$ cat src/rtl/fetch_unit_pkg.sv
// Shared definitions for the instruction-fetch stage.
//   NOP_INST      : word presented to decode when IF/ID holds no instruction
//   RESET_PC_DEF  : default first fetch address after reset
//   fetch_state_t : fetch FSM states
package fetch_unit_pkg;

  localparam logic [31:0] NOP_INST     = 32'h0000_0013;  // addi x0,x0,0
  localparam logic [31:0] RESET_PC_DEF = 32'h0000_0000;

  typedef enum logic [1:0] {
    RUN   = 2'd0,  // issue when the queue has room
    WAIT  = 2'd1,  // request outstanding, hold address
    DRAIN = 2'd2   // request outstanding but made stale by a redirect
  } fetch_state_t;

endpackage

$ cat src/rtl/fetch_unit_if.sv
// Instruction-memory request/valid bus.
//   req   : fetch request (master -> memory)
//   addr  : word-aligned fetch address (master -> memory)
//   valid : response, completes the request in the cycle it is high
//   rdata : instruction word, valid with 'valid'
interface fetch_unit_if #(
  parameter int WIDTH = 32
);
  logic             req;
  logic [WIDTH-1:0] addr;
  logic             valid;
  logic [WIDTH-1:0] rdata;

  modport master (output req, addr, input valid, rdata);
  modport slave  (input req, addr, output valid, rdata);
endinterface

$ cat src/rtl/fetch_unit_queue.sv
// fetch_queue: synchronous FIFO of {pc, inst} pairs between the memory
// response and the IF/ID register.
//   clk, start      : clock, synchronous active-low reset
//   clear           : drop all entries (redirect)
//   push/push_pc/push_inst : write one entry
//   pop             : retire the head entry
//   head_pc/head_inst : current head (meaningful when !empty)
//   count/empty/full : occupancy
module fetch_queue #(
  parameter int WIDTH  = 32,
  parameter int QDEPTH = 2,
  localparam int AW = $clog2(QDEPTH),
  localparam int CW = AW + 1
) (
  input  logic             clk,
  input  logic             start,
  input  logic             clear,
  input  logic             push,
  input  logic [WIDTH-1:0] push_pc,
  input  logic [WIDTH-1:0] push_inst,
  input  logic             pop,
  output logic [WIDTH-1:0] head_pc,
  output logic [WIDTH-1:0] head_inst,
  output logic [CW-1:0]    count,
  output logic             empty,
  output logic             full
);
  logic [WIDTH-1:0] pc_mem   [QDEPTH];
  logic [WIDTH-1:0] inst_mem [QDEPTH];
  logic [AW-1:0]    wr_ptr, rd_ptr;

  // QDEPTH is a power of two, so pointers wrap naturally.
  always_ff @(posedge clk) begin
    if (!start || clear) begin
      wr_ptr <= '0;
      rd_ptr <= '0;
      count  <= '0;
    end else begin
      if (push) wr_ptr <= wr_ptr + AW'(1);
      if (pop)  rd_ptr <= rd_ptr + AW'(1);
      if (push && !pop)      count <= count + CW'(1);
      else if (pop && !push) count <= count - CW'(1);
    end
  end

  always_ff @(posedge clk) begin
    if (push) begin
      pc_mem[wr_ptr]   <= push_pc;
      inst_mem[wr_ptr] <= push_inst;
    end
  end

  assign head_pc   = pc_mem[rd_ptr];
  assign head_inst = inst_mem[rd_ptr];
  assign empty     = (count == '0);
  assign full      = (count == CW'(QDEPTH));
endmodule

$ cat src/rtl/fetch_unit.sv
// fetch_unit: RV32I instruction-fetch stage.
//   clk, start      : clock, synchronous active-low reset
//   stall           : hold IF/ID (hazard unit)
//   branch_taken    : redirect + flush; branch_target low 2 bits ignored
//   imem            : request/valid instruction-memory bus (master side)
//   inst/pc_out/inst_valid : IF/ID register to decode
module fetch_unit
  import fetch_unit_pkg::*;
#(
  parameter int               WIDTH    = 32,
  parameter logic [WIDTH-1:0] RESET_PC = RESET_PC_DEF,
  parameter int               QDEPTH   = 2,
  parameter logic [WIDTH-1:0] NOP      = NOP_INST
) (
  input  logic             clk,
  input  logic             start,
  input  logic             stall,
  input  logic             branch_taken,
  input  logic [WIDTH-1:0] branch_target,
  fetch_unit_if.master     imem,
  output logic [WIDTH-1:0] inst,
  output logic [WIDTH-1:0] pc_out,
  output logic             inst_valid
);
  localparam int CW = $clog2(QDEPTH) + 1;

  fetch_state_t     state, state_nxt;
  logic             run_en;     // low for the first cycle after reset
  logic [WIDTH-1:0] fetch_pc;
  logic [WIDTH-1:0] req_addr;   // address of the outstanding request
  logic             fire, push_in, adv, take_byp;
  logic             q_push, q_pop, q_empty, q_full;
  logic [WIDTH-1:0] q_pc, q_inst;
  logic [CW-1:0]    q_count;

  assign fire    = imem.req && imem.valid;
  // A response accepted into the stream; stale (DRAIN) or redirected ones are dropped.
  assign push_in = fire && (state != DRAIN) && !branch_taken;
  assign adv     = !branch_taken && !stall;
  assign q_pop   = adv && !q_empty;
  // Empty queue: the response goes straight into IF/ID, giving one-cycle latency.
  assign take_byp = adv && q_empty && push_in;
  assign q_push   = push_in && !take_byp && (!q_full || q_pop);

  always_ff @(posedge clk) begin
    if (!start) state <= RUN;
    else        state <= state_nxt;
  end

  always_comb begin
    state_nxt = state;
    imem.req  = 1'b0;
    imem.addr = req_addr;
    unique case (state)
      RUN: begin
        imem.addr = fetch_pc;
        imem.req  = start && run_en && ((q_count < CW'(QDEPTH)) || q_pop);
        if (imem.req && !imem.valid) state_nxt = branch_taken ? DRAIN : WAIT;
      end
      WAIT: begin
        imem.req = start && run_en;
        if (imem.valid)        state_nxt = RUN;
        else if (branch_taken) state_nxt = DRAIN;
      end
      DRAIN: begin
        imem.req = start && run_en;
        if (imem.valid) state_nxt = RUN;
      end
      default: state_nxt = RUN;
    endcase
  end

  always_ff @(posedge clk) begin
    if (!start) begin
      run_en   <= 1'b0;
      fetch_pc <= RESET_PC;
      req_addr <= RESET_PC;
    end else begin
      run_en <= 1'b1;
      // Latch the issued address so WAIT/DRAIN keep it even after fetch_pc is redirected.
      if (state == RUN) req_addr <= fetch_pc;
      if (branch_taken) fetch_pc <= {branch_target[WIDTH-1:2], 2'b00};
      else if (push_in) fetch_pc <= fetch_pc + WIDTH'(4);
    end
  end

  fetch_queue #(.WIDTH(WIDTH), .QDEPTH(QDEPTH)) u_queue (
    .clk       (clk),
    .start     (start),
    .clear     (branch_taken),
    .push      (q_push),
    .push_pc   (fetch_pc),
    .push_inst (imem.rdata),
    .pop       (q_pop),
    .head_pc   (q_pc),
    .head_inst (q_inst),
    .count     (q_count),
    .empty     (q_empty),
    .full      (q_full)
  );

  // IF/ID register: flush beats stall; idle keeps the last PC.
  always_ff @(posedge clk) begin
    if (!start || branch_taken) begin
      inst       <= NOP;
      pc_out     <= '0;
      inst_valid <= 1'b0;
    end else if (!stall) begin
      if (q_pop) begin
        inst       <= q_inst;
        pc_out     <= q_pc;
        inst_valid <= 1'b1;
      end else if (take_byp) begin
        inst       <= imem.rdata;
        pc_out     <= fetch_pc;
        inst_valid <= 1'b1;
      end else begin
        inst       <= NOP;
        inst_valid <= 1'b0;
      end
    end
  end
endmodule

$ cat src/flat_wrapper.sv
// flat-port wrapper written by rule: the top's interface ports become plain ports
module fetch_unit_flat import fetch_unit_pkg::*;
#(
  parameter int               WIDTH    = 32,
  parameter logic [WIDTH-1:0] RESET_PC = RESET_PC_DEF,
  parameter int               QDEPTH   = 2,
  parameter logic [WIDTH-1:0] NOP      = NOP_INST
)
  (clk, start, stall, branch_taken, branch_target, inst, pc_out, inst_valid, imem_req, imem_addr, imem_valid, imem_rdata);
  fetch_unit_if #(.WIDTH(WIDTH)) imem_i ();
  input  logic clk;
  input  logic start;
  input  logic stall;
  input  logic branch_taken;
  input  logic [WIDTH-1:0] branch_target;
  output logic [WIDTH-1:0] inst;
  output logic [WIDTH-1:0] pc_out;
  output logic inst_valid;
  output wire logic [$bits(imem_i.req)-1:0] imem_req;
  output wire logic [$bits(imem_i.addr)-1:0] imem_addr;
  input wire logic [$bits(imem_i.valid)-1:0] imem_valid;
  input wire logic [$bits(imem_i.rdata)-1:0] imem_rdata;
  assign imem_req = imem_i.req;
  assign imem_addr = imem_i.addr;
  assign imem_i.valid = imem_valid;
  assign imem_i.rdata = imem_rdata;
  fetch_unit #(.WIDTH(WIDTH), .RESET_PC(RESET_PC), .QDEPTH(QDEPTH), .NOP(NOP)) u_core (.clk(clk), .start(start), .stall(stall), .branch_taken(branch_taken), .branch_target(branch_target), .imem(imem_i), .inst(inst), .pc_out(pc_out), .inst_valid(inst_valid));
endmodule
$ cat config.mk
export PLATFORM = sky130hd
export DESIGN_NAME = fetch_unit_flat
export DESIGN_NICKNAME = d
export VERILOG_FILES = /design/src/rtl/fetch_unit_pkg.sv /design/src/rtl/fetch_unit_if.sv /design/src/rtl/fetch_unit_queue.sv /design/src/rtl/fetch_unit.sv /design/src/flat_wrapper.sv
export SDC_FILE = /design/constraint.sdc
export NUM_CORES = 1
export LEC_CHECK = 0
export ABC_AREA = 1
export BUFFER_PORTS_ARGS = -buffer_cell sky130_fd_sc_hd__buf_2
export CAP_MARGIN = 0
export CORE_MARGIN = 4
export CORE_UTILIZATION = 40
export CTS_BUF_LIST = sky130_fd_sc_hd__clkbuf_4 sky130_fd_sc_hd__clkbuf_8
export DETAILED_ROUTE_END_ITERATION = 10
export GPL_ROUTABILITY_DRIVEN = 0
export HOLD_SLACK_MARGIN = 0.08
export PLACE_DENSITY_LB_ADDON = 0.1
export SLEW_MARGIN = 20
export SYNTH_ARGS = -nofsm -noshare
export SYNTH_HDL_FRONTEND = slang
export SYNTH_HIERARCHICAL = 1
export SYNTH_SLANG_ARGS = --single-unit
export TNS_END_PERCENT = 10
$ cat constraint.sdc
create_clock -name clk -period 4.6 [get_ports clk]
set_input_delay 0.23 -clock clk [delete_from_list [all_inputs] [get_ports clk]]
set_output_delay 0.23 -clock clk [all_outputs]
set_load 0.01 [all_outputs]
Word-level counts from Yosys, hierarchy flattened
Memories as Yosys holds them, arrays and structs flattened. A register that Yosys moved wholly into a read port is not among the register bits. Index checks and enable logic that the tools add are counted.

Equality and inequality tests: 7. Bitwise operators: 2. $lt $le $gt $ge: 1. Reduce and logical (&&, ||, !) cells: 35. Mux-type cells: 25. Add/subtract/negate cells: 5.

Operator list (count): two-way mux 32 bit (7); adder 32 x 3 -> 32 bit (second input constant) (1); logical AND 1 bit (14); two-way mux 2 bit (7); zero test 1 bit (9); two-way mux 1 bit (9); one-hot mux 2 bit (3 select lines) (1); nonzero test 2 bit (3); == test 2 bit (second input constant) (2); zero test 2 bit (2); != test 2 bit (second input constant) (2); OR reduction 2 bit (2); logical OR 1 bit (3); != test 3 bit (second input constant) (1); AND reduction 3 bit (1); adder 1 bit (second input constant) (2); adder 2 x 1 -> 2 bit (second input constant) (1); == test 2 x 1 -> 1 bit (second input constant) (1); < comparator 2 bit (second input constant) (1); != test 2 x 1 -> 1 bit (second input constant) (1); NOT 1 bit (2); one-hot mux 1 bit (2 select lines) (1); AND reduction 2 bit (1); subtractor 2 x 1 -> 2 bit (second input constant) (1).

Input port bits: 69. Register bits: 136. Output and inout bits: 98. Memory bits (writable): 128. Memories kept: 2.

Memories: u_core.u_queue.inst_mem (depth 2, width 32, rd ports 1, clocked after memory_dff 1, write ports 1, line fetch_unit_queue.sv:29) `logic [WIDTH-1:0] inst_mem [QDEPTH];`; u_core.u_queue.pc_mem (depth 2, width 32, rd ports 1, clocked after memory_dff 1, write ports 1, line fetch_unit_queue.sv:28) `logic [WIDTH-1:0] pc_mem [QDEPTH];`.

Depth between registers and ports, before layout
Gate-level depths: netlist of the first run.

Depth after elaboration: 17. Gate-level depth with buffers: 16. Mapped depth without buffers: 15.

Hierarchy
Netlist of the first run, hierarchy kept.

Modules (own cells, without submodules): fetch_unit (times used 1, cells each 1126, sequential area each 2602.5 um^2, area an instance 6856.6 um^2); fetch_queue (times used 1, cells each 235, sequential area each 3943.8 um^2, area an instance 5157.4 um^2).

Worst setup path before layout of the first run
No wires, ideal clock.

Path type: reg-to-reg. Start: reg u_core.state[0]. End: mem u_core.u_queue.inst_mem[0][0] (enable). Library setup time: 486 ps. Path slack: -140 ps. Arrival time: 4253 ps. Cell stages (with the launch flop): 9. Cells stage by stage: dfxtp_1 > inv_1 > ha_1 > nor2_1 > nand4_2 > buf_2 > nor2_1 > inv_1 > nor2_1.

Word-level cells in the longest chain between the ends: 12.

RTL lines: start, declared (line fetch_unit.sv:27) `fetch_state_t state, state_nxt;`; start signal, assigned (line fetch_unit.sv:47) `else state <= state_nxt;`; == test 2 x 1 -> 1 bit or == test 2 bit (tied branches) (line fetch_unit.sv:54) `unique case (state)`; OR reduction 2 bit (no line); one-hot mux 1 bit (2 select lines) (line fetch_unit.sv:54); logical AND 1 bit (line fetch_unit.sv:36) `assign fire = imem.req && imem.valid;`; logical AND 1 bit * (2 in a row) (line fetch_unit.sv:38) `assign push_in = fire && (state != DRAIN) && !branch_taken;`; logical AND 1 bit (line fetch_unit.sv:42) `assign take_byp = adv && q_empty && push_in;`; zero test 1 bit (line fetch_unit.sv:43) `assign q_push = push_in && !take_byp && (!q_full || q_pop);`; logical AND 1 bit * (2 in a row) (line fetch_unit.sv:43); via u_core.q_push (line fetch_unit.sv:32) `logic q_push, q_pop, q_empty, q_full;`; two-way mux 1 bit * (line fetch_unit_queue.sv:47) `if (push) begin`; two-way mux 1 bit (implied by the code) * (line fetch_unit_queue.sv:49) `inst_mem[wr_ptr] <= push_inst;`; end, declared (line fetch_unit_queue.sv:29).

The timed path passes the listed nets; every way through them passes the cells marked *.

Worst setup path after layout of the first run
Start: reg u_core.state[0]. End: out imem_addr[18].

Word-level cells in the longest chain between the ends: 2.

RTL lines: zero test 2 bit (line fetch_unit.sv:54); two-way mux 32 bit; end, declared (line flat_wrapper.sv:20) `output wire logic [$bits(imem_i.addr)-1:0] imem_addr;`.

No other way between the ends.

==> metrics.md, run 1 <==
| Metric | Value |
|---|---|
| Outcome | `finished, final reports clean` |
| Setup TNS | `0 ns` |
| First-pass GRT wire length | `49200 µm` |
| Ys flop type | `dfxtp_1` |
| CP Cell Sequence | `inv_1, ha_1, buf_4, inv_1, nand2_1, nand2_1, buf_2` |
| Hold Path Class | `in -> reg` |
| Synth area leaders | `edfxtp_1 (32%), dfxtp_1 (22%), nand2_1 (13%), mux2_4 (7.5%), nor2_1 (5.8%)` |
| Setup-failing EPs final | `0` |
| Max stage delay on crit path | `0.79 ns` |
| Dpl hpwl | `19900 µm` |
| Total vias in the final route | `9576` |
| Post-Syn Instances | `1361` |
| Worst path top cell family by delay | `buffers and inverters` |
| Crit path kind | `reg -> out` |
| Layout cells sized above 1 | `21.3%` |
| Pwr dens | `375 mW/mm²` |
| Share of power burned in registers | `47.4%` |
| Min Tclk post-route | `2.92 ns` |
| Mean number of vias per cell | `4.75` |
| Psw | `1480 µW` |
| Clock group share of total power | `39.7%` |
| CTS sink cnt | `263` |
| Clock Skews | `0.0334 ns` |
| Vias in the first global route | `9346` |
| GRT overflow | `0` |
| Chip Width | `181 µm` |
| CP startpoint kind | `flop` |
| Depth of the worst register-to-register path | `11` |
| DRC | `0` |
| 1st-pass router iterations | `5` |
| WHS Path Cells | `4` |
| Sw Share | `26.9%` |
| Synth top cells by count | `nand2_1 (411), nor2_1 (187), dfxtp_1 (135)` |
| Cell Rows | `63` |
| Core Box Area | `0.0296 mm²` |
| Static Leak | `0.00608 µW` |
| Slew HR | `32.0%` |
| Worst path arrival time | `2.69 ns` |
| Synthesized area | `0.0120 mm²` |
| Worst Path Buf+Inv | `4` |
| Critical-path top delay cell | `inv_1` |
| RSZ-0062 raised after global routing | `false` |
| Final wirelength | `31100 µm` |
| #FFs+latches synth | `263` |
| Post-DRT Antenna Nets | `0` |
| Clock buffer depth | `3` |
| Top cell type's share of synthesized area | `32.0%` |
| Async set-reset flop share out of synthesis | `0%` |
| M1 wire length | `15100 µm` |
| Overall Global Routing Usage | `18.3%` |
| Met3 wire length | `1760 µm` |
| CP endpoint kind | `output pin` |
| Max Used Layer | `met4` |
| Post-synth top area cell | `edfxtp_1` |
| WL per Instance | `15.4 µm` |
| Initial antenna violation count | `0` |
| Clk Latency, worst-skew pair | `0.57 ns` |
| Sequential element share of the synthesized area | `54.5%` |
| Worst-path clk slew | `0.05 ns` |
| # IOs | `167` |
| CTS Root Cell | `clkbuf_8` |
| Largest net degree at the start of global routing | `91` |
| Fmax | `343 MHz` |
| Mean Syn Cell Area | `8.83 µm²` |
| Synth cell types | `32` |
| Worst Path Max Fanout | `38` |
| Die area | `0.0329 mm²` |
| Final hold vios | `0` |
| Starting DRT DRC Count | `490` |
| Worst Path Required | `4.37 ns` |
| Ys Warns | `6` |
| Met2 wire len | `13300 µm` |
| Pwr Total | `5500 µW` |
| Most numerous cell in the Yosys netlist | `nand2_1` |
| Combinational power share | `12.8%` |
| Initial core utilization | `40.5%` |
| Die height | `181 µm` |
| Nets@finish | `1664` |
| P&R area growth vs syn | `22.1%` |
| Port bufs | `164` |
| Slew @ Worst Pin | `1.02 ns` |
| Tcrit/Tclk final | `63.4%` |
| Final slew viol count | `0` |
| Maximum VDD drop | `214 µV` |
| Total CTS buffers | `48` |
| EDFF count, synth | `128` |
| CTS tree | `done` |
| H-tree level count | `2` |
| Power Internal | `4020 µW` |
| N_diodes | `0` |
| Count of maximum capacitance violations | `0` |
| Post-CTS Setup Bufs | `0` |
| Crit path depth | `7` |
## cells in the final DEF (no fill, tap or decap), types with 3 or more instances in the layout
cell type and count:
o21ai_0 71, buf_4 15, clkbuf_8 50, nand3_1 72, nor2_1 185, conb_1 4, mux2_2 4, clkbuf_4 28
a21oi_1 95, nand2_2 5, nand2_1 410, inv_1 83, dfxtp_1 134, nor3_1 5, nor2_2 3, mux2_4 60
buf_2 164, dlygate4sd3_1 64, nand4_1 6, xor2_1 8, ha_1 6, inv_2 4, edfxtp_1 128, clkinv_1 6
clkinv_2 3
## cell type report
| type | instances | area (µm²) |
|---|---|---|
| Tap cell | 390 | 488 |
| Timing Repair Buffer | 244 | 1590 |
| Fill cell | 2896 | 15000 |
| Clock inverter | 10 | 57.6 |
| Clock buffer | 78 | 898 |
| Sequential cell | 263 | 6550 |
| Inverter | 89 | 334 |
| Multi-Input combinational cell | 943 | 4750 |
## per-stage QoR
stage	hold slack (ns)	utilization (%)	area [µm²]	cells	setup slack, ns
final	0.153	49.5	14700	2017	1.68
after global routing	0.165	49.5	14700	2017	1.36
after CTS	0.122	49.5	14700	2017	1.64
after detailed placement	0.433	44.1	13100	1865	1.80
after global placement	0.424	44.1	13100	1865	1.80
after floorplan	0.258	-	12000	1364	0.934
## worst paths after layout
path / start / to / slack (ns)
worst min register to register: u_core/req_addr[0] / u_core/req_addr[0] / 0.44
worst min-delay path: imem_valid / u_core/state[1] / 0.15
worst max-delay path: u_core/state[0] / imem_addr[18] / 1.68
worst max register to register: u_core/state[0] / u_core/u_queue/inst_mem[1][31] / 1.83
## flip-flops by register name, indices dropped and copies added (netlist names), 2 cells and up, named ones only
name / cells
u_core/u_queue/inst_mem: 64
u_core/u_queue/pc_mem: 64
u_core/inst: 32
u_core/pc_out: 32
u_core/req_addr: 32
u_core/fetch_pc: 30
u_core/state: 2
u_core/u_queue/count: 2
## per-layer routing
| metal | vias to the layer above | GRT usage (%) |
|---|---|---|
| li1 | 4900 | - |
| met1 | 4336 | 26.5 |
| met2 | 281 | 28.2 |
| met3 | 59 | 2.90 |
| met4 | 0 | 5.82 |
| met5 | - | 0 |
## kinds of logic after synthesis
family	count (synthesis)	share of synthesized area, %
flip-flops	263	54.5
AND/OR/NAND/NOR	693	23.1
buffers and inverters	158	6.27
adder cells (fa/ha/maj)	6	0.625
multiplexers	64	7.87
other	1	0.0312
XOR/XNOR	9	0.656
AO/OA/AOI/OAI	167	6.98
## what timing repair did
item	4_1_cts	5_1_grt
hold buffers	64	0
resized for setup	0	0
hold endpoints to repair	131	0
## worst register-to-register path: stages, from the launching register on
cell and delay, ns:
dfxtp_1 0.33, inv_1 0.09, ha_1 0.14, buf_4 0.37
nand2_2 0.14, nand2_4 0.11, nand4_2 0.07, buf_4 0.22
nor2_1 0.23, nand2_1 0.11, inv_2 0.06, buf_4 0.50
## power groups by stage
stage          clock network [µW]  logic, µW  registers [µW]
6_report                     2190        706            2610
4_1_cts                      2260        713            2610
3_3_place_gp                    0        667            2650
3_5_place_dp                    0        668            2660
5_1_grt                      2360        795            2620
2_1_floorplan                   0        454            2630
No activity file was read; power rests on OpenSTA's default activity.
==> inputs of run 2 (changes only) <==
- ABC_AREA: 1 -> 0
- clock period: 4.6 -> 2.9 ns (I/O delays scaled with it)
==> metrics.md, run 2 <==
| Metric | Value |
|---|---|
| Initial antenna violation count | `0` |
| H-tree level count | `2` |
| Post-cts sizing count | `0` |
| Static Leak | `0.00509 µW` |
| Setup TNS | `0 ns` |
| Setup-failing EPs final | `0` |
| Crit path kind | `reg -> reg` |
| N_diodes | `0` |
| Starting DRT DRC Count | `649` |
| Initial core utilization | `40.6%` |
| CP endpoint kind | `flop` |
| CP startpoint kind | `flop` |
| Layout cells sized above 1 | `33.6%` |
| Hold slack final | `0.135 ns` |
| Synth top cells by count | `dfxtp_1 (135), edfxtp_1 (128), mux2_2 (94)` |
| Biggest regs | `u_core/u_queue/inst_mem: 64 flops, u_core/u_queue/pc_mem: 64 flops` |
| Fmax | `418 MHz` |
| Final slew viol count | `0` |
| Largest net degree at the start of global routing | `66` |
| CTS tree | `done` |
| Post-Syn Instances | `877` |
| WHS Path Cells | `4` |
| Count of maximum capacitance violations | `0` |
| Reg-to-Reg Start | `u_core/u_queue/count[1]` |
| Ys flop type | `dfxtp_1` |
| Reg2Reg Capture Point | `u_core/fetch_pc[26]` |
| Most frequent cells in the layout | `buf_2 (164), dfxtp_1 (132), edfxtp_1 (128), mux2_2 (94), nand2_1 (81)` |
| Outcome | `finished, final reports clean` |
| CTS Root Cell | `clkbuf_8` |
| Hold Path Class | `in -> reg` |
| Final hold vios | `0` |
| Total CTS buffers | `45` |
| Port bufs | `164` |
| Vias in the first global route | `7731` |
| Chip Width | `171 µm` |
| Clock buffer depth | `3` |
| First-pass GRT wire length | `42400 µm` |
| Synth cell types | `50` |
| Synthesized area | `0.0106 mm²` |
| Hold EP | `u_core/state[0]` |
| Worst-path clk slew | `0.06 ns` |
| Reg2Reg Setup Slack | `0.51 ns` |
| GRT overflow | `0` |
| P&R area growth vs syn | `26.9%` |
| Post-synth top area cell | `edfxtp_1` |
| Top cell type's share of synthesized area | `36.3%` |
| Tcrit/Tclk final | `82.6%` |
| Clock Skews | `0.0268 ns` |
| Post-DRT Antenna Nets | `0` |
| Synth area leaders | `edfxtp_1 (36%), dfxtp_1 (26%), mux2_2 (10%), o21ai_0 (3.0%), nand2_1 (2.9%)` |
| Worst Path Max Fanout | `9` |
| DRC | `0` |
| Maximum VDD drop | `347 µV` |
| Fin cells | `1492` |
| CTS sink cnt | `263` |
| Die area | `0.0291 mm²` |
| Depth of the worst register-to-register path | `7` |
| Sequential element share of the synthesized area | `61.8%` |
| Most numerous cell in the Yosys netlist | `dfxtp_1` |
| Cell Rows | `59` |
| Nets@finish | `1201` |
| CTS Hold Bufs | `63` |
| Mean number of vias per cell | `5.25` |
| Min Tclk post-route | `2.39 ns` |
| Total vias in the final route | `7837` |
| EDFF count, synth | `128` |
| Die height | `171 µm` |
| Post-CTS Setup Bufs | `0` |
| Async set-reset flop share out of synthesis | `0%` |
| #FFs+latches synth | `263` |
| Slew HR | `37.4%` |
| Core Box Area | `0.0261 mm²` |
| Dpl hpwl | `17000 µm` |
| RSZ-0062 raised after global routing | `false` |
| Worst Path Required | `3.36 ns` |
| Worst path arrival time | `2.85 ns` |
| WL per Instance | `18.3 µm` |
| Clk Latency, worst-skew pair | `0.54 ns` |
| 1st-pass router iterations | `5` |
| Most common cell after layout, fill and taps aside | `buf_2` |
| Pwr Total | `8590 µW` |
| Mean Syn Cell Area | `12.1 µm²` |
| Pwr dens | `639 mW/mm²` |
| Placed Cells incl. Taps | `1351` |
| # IOs | `167` |
| Worst Hold Launch | `imem_valid` |
| Ys Warns | `6` |
| Final wirelength | `27300 µm` |
| Slew @ Worst Pin | `0.932 ns` |
| Overall Global Routing Usage | `18.3%` |
-- run 2: changes by cell type after synthesis, sizes merged, moves of 36 or more --
| cell | delta |
|---|---|
| a21oi | -75 |
| a31oi | +37 |
| and2 | +36 |
| inv | -72 |
| nand2 | -334 |
| nand3 | -59 |
| nor2 | -146 |
-- run 2: worst max-delay path, cell delays in order, from the launching register on --
cell and delay [ns]:
dfxtp_1 0.40, nor2_1 0.13, nor4b_4 0.33, o31ai_4 0.09
buf_4 0.18, nor3_1 0.77, a311oi_1 0.21, nor3_1 0.21
-- run 2: cell families after synthesis --
logic type               after synthesis  synth area share [%]
AO/OA/AOI/OAI                        170                  10.5
XOR/XNOR                              19                  1.57
adder cells (fa/ha/maj)                6                 0.709
buffers and inverters                 74                  3.19
flip-flops                           263                  61.8
multiplexers                          96                  10.2
other                                  1                0.0354
AND/OR/NAND/NOR                      248                  11.9
-- run 2: how the worst max path moves through the flow --
stage	from	to	slack, ns	cells after the start
3_5_place_dp	u_core/u_queue/count[1]	u_core/fetch_pc[26]	0.50	7
2_1_floorplan	u_core/state[1]	u_core/u_queue/inst_mem[0][0]	-0.1	9
4_1_cts	u_core/u_queue/count[1]	u_core/fetch_pc[26]	0.48	7
3_3_place_gp	u_core/u_queue/count[1]	u_core/fetch_pc[26]	0.56	7
6_report	u_core/u_queue/count[1]	u_core/fetch_pc[26]	0.51	7
5_1_grt	u_core/u_queue/count[1]	u_core/fetch_pc[24]	0.29	7
-- run 2: layout make-up --
| class | instances | area (µm²) |
|---|---|---|
| Inverter | 15 | 56.3 |
| Tap cell | 335 | 419 |
| Fill cell | 2371 | 12600 |
| Multi-Input combinational cell | 543 | 3760 |
| Clock inverter | 4 | 45.0 |
| Timing Repair Buffer | 258 | 1750 |
| Clock buffer | 74 | 856 |
| Sequential cell | 263 | 6550 |
-- run 2: metrics by stage --
stage / area, µm² / util [%] / setup slack [ns]
after global routing: 13400 / 51.6 / 0.288
after CTS: 13400 / 51.6 / 0.483
after floorplan: 10600 / - / -0.0951
after detailed placement: 11900 / 45.7 / 0.498
after global placement: 11900 / 45.7 / 0.555
final: 13400 / 51.6 / 0.505
-- run 2: layer usage --
layer  wire length, µm  track usage [%]  part of all wire (%)
met2             12700             29.9                    47
met5                 0                0                     0
met3              1680             3.74                   6.2
met1             12400             25.1                    45
met4               473             4.93                   1.7
-- run 2: report_power, final --
group / switching (µW) / leakage, µW / internal [µW]
registers: 95.8 / 0.00226 / 4030
clock network: 1410 / 0.000491 / 1940
logic: 595 / 0.00233 / 519
total: 2100 / 0.00509 / 6480
==> inputs of run 3 (changes only) <==
- clock period: 2.9 -> 2 ns (I/O delays scaled with it)
==> metrics.md, run 3 (synthesis gave the netlist of run 2 again) <==
| Metric | Value |
|---|---|
| Initial core utilization | `40.6%` |
| CP startpoint kind | `flop` |
| Layout cells sized above 1 | `36.6%` |
| Count of maximum capacitance violations | `0` |
| Setup-failing EPs final | `165` |
| Die height | `171 µm` |
| Largest net degree at the start of global routing | `66` |
| Most common cell after layout, fill and taps aside | `buf_2` |
| Dpl hpwl | `17500 µm` |
| H-tree level count | `2` |
| Final worst slack | `-0.142 ns` |
| DRC | `0` |
| Final core occ | `54.0%` |
| Chip Width | `171 µm` |
| Failing checks | `negative setup slack` |
| WL per Instance | `17.7 µm` |
| N_diodes | `0` |
| Vias in the first global route | `7906` |
| Clock buffer depth | `3` |
| Pwr Total | `12900 µW` |
| Total CTS buffers | `46` |
| CP endpoint kind | `flop` |
| GRT overflow | `0` |
| Outcome | `finished, violations left` |
| Mean number of vias per cell | `5.22` |
| Tcrit/Tclk final | `107%` |
| Clk Latency, worst-skew pair | `0.55 ns` |
| Fmax | `467 MHz` |
| Final slew viol count | `0` |
| Pwr dens | `914 mW/mm²` |
| Initial antenna violation count | `0` |
| Worst-path clk slew | `0.06 ns` |
| Port bufs | `164` |
| Clock Skews | `0.0323 ns` |
| Crit path kind | `reg -> reg` |
| # IOs | `167` |
| CTS sink cnt | `263` |
| Starting DRT DRC Count | `571` |
| 1st-pass router iterations | `5` |
| Slew HR | `58.7%` |
| Min Tclk post-route | `2.14 ns` |
| Worst Path Max Fanout | `8` |
| Most frequent cells in the layout | `buf_2 (164), dfxtp_1 (132), edfxtp_1 (128), mux2_2 (94), nand2_1 (81)` |
| Biggest regs | `u_core/u_queue/inst_mem: 64 flops, u_core/u_queue/pc_mem: 64 flops` |
| Worst Path Required | `2.24 ns` |
| Overall Global Routing Usage | `18.3%` |
| Worst path arrival time | `2.38 ns` |
| Die area | `0.0291 mm²` |
| Final hold vios | `0` |
| Total vias in the final route | `8075` |
| Core Box Area | `0.0261 mm²` |
| Post-DRT Antenna Nets | `0` |
| Maximum VDD drop | `528 µV` |
| Nets@finish | `1250` |
| P&R area growth vs syn | `33.0%` |
| CTS Root Cell | `clkbuf_8` |
| Hold Path Class | `in -> reg` |
| CTS tree | `done` |
| Final wirelength | `27400 µm` |
| Slew @ Worst Pin | `0.619 ns` |
| RSZ-0062 raised after global routing | `true` |
| Cell Rows | `59` |
| First-pass GRT wire length | `42600 µm` |
| Static Leak | `0.00542 µW` |
-- run 3: changes by cell type in the layout (fill, tap and decap cells not counted), sizes merged --
cell and delta:
clkinvlp +1, bufinv +1, buf +43, clkinv +9, dlygate4sd3 +1
-- run 3: critical path, stage by stage, from the launching register on --
cell,delay (ns)
dfxtp_2,0.33
inv_2,0.07
ha_4,0.15
nor4b_4,0.26
o31ai_4,0.11
inv_2,0.08
nand2_4,0.06
nor3b_4,0.25
nor2b_4,0.21
buf_8,0.16
clkbuf_16,0.17
-- run 3: through the flow --
stage          setup TNS [ns]  setup slack, ns  cells  cell area (µm²)  hold slack (ns)
2_1_floorplan         -122.54           -0.995    880            10600            0.128
3_3_place_gp           -10.38          -0.0940   1389            12200            0.304
3_5_place_dp           -15.75           -0.159   1389            12200            0.306
4_1_cts                -16.51           -0.137   1542            13900            0.105
5_1_grt                -31.65           -0.239   1547            14100            0.141
6_report               -14.46           -0.142   1547            14100            0.170
-- run 3: timing repair --
action                                  CTS  global route
setup buffers                             3             1
endpoints found under the setup margin  165           236
hold buffers                             64             0
pin swaps                                 2             2
resized for setup                         3            13
gates cloned                              1             4
hold endpoints to repair                129             0
-- run 3: final cells by class --
type                       count  area [µm²]
multi-input combinational    543        3800
clock buffer                  70         863
timing repair buffer         306        2270
tap                          335         419
inverter                      15        56.3
clock inverter                15         119
sequential                   263        6550
fill                        2326       12000
-- run 3: power by group --
group          total, µW  leakage (µW)  internal (µW)  switching, µW
combinational       1810       0.00263            866            945
sequential          5930       0.00226           5840           91.8
clock               5130      0.000521           3010           2120
-- run 3: worst paths after layout --
path | start | end | slack [ns] | depth (start not counted)
setup reg to reg | u_core/state[1] | u_core/u_queue/pc_mem[0][16] | -0.14 | 10
hold / removal | branch_taken | u_core/fetch_pc[29] | 0.17 | 3
setup / recovery | u_core/state[1] | u_core/u_queue/pc_mem[0][16] | -0.14 | 10
hold reg to reg | u_core/pc_out[26] | u_core/pc_out[26] | 0.47 | 2
-- run 3: layer usage --
layer / GRT usage [%] / vias to the layer above / wire [µm]
li1: - / 3881 / -
met1: 25.7 / 3920 / 13000
met2: 29.6 / 233 / 12500
met3: 3.07 / 41 / 1500
met4: 4.65 / 0 / 413
met5: 0 / - / 0
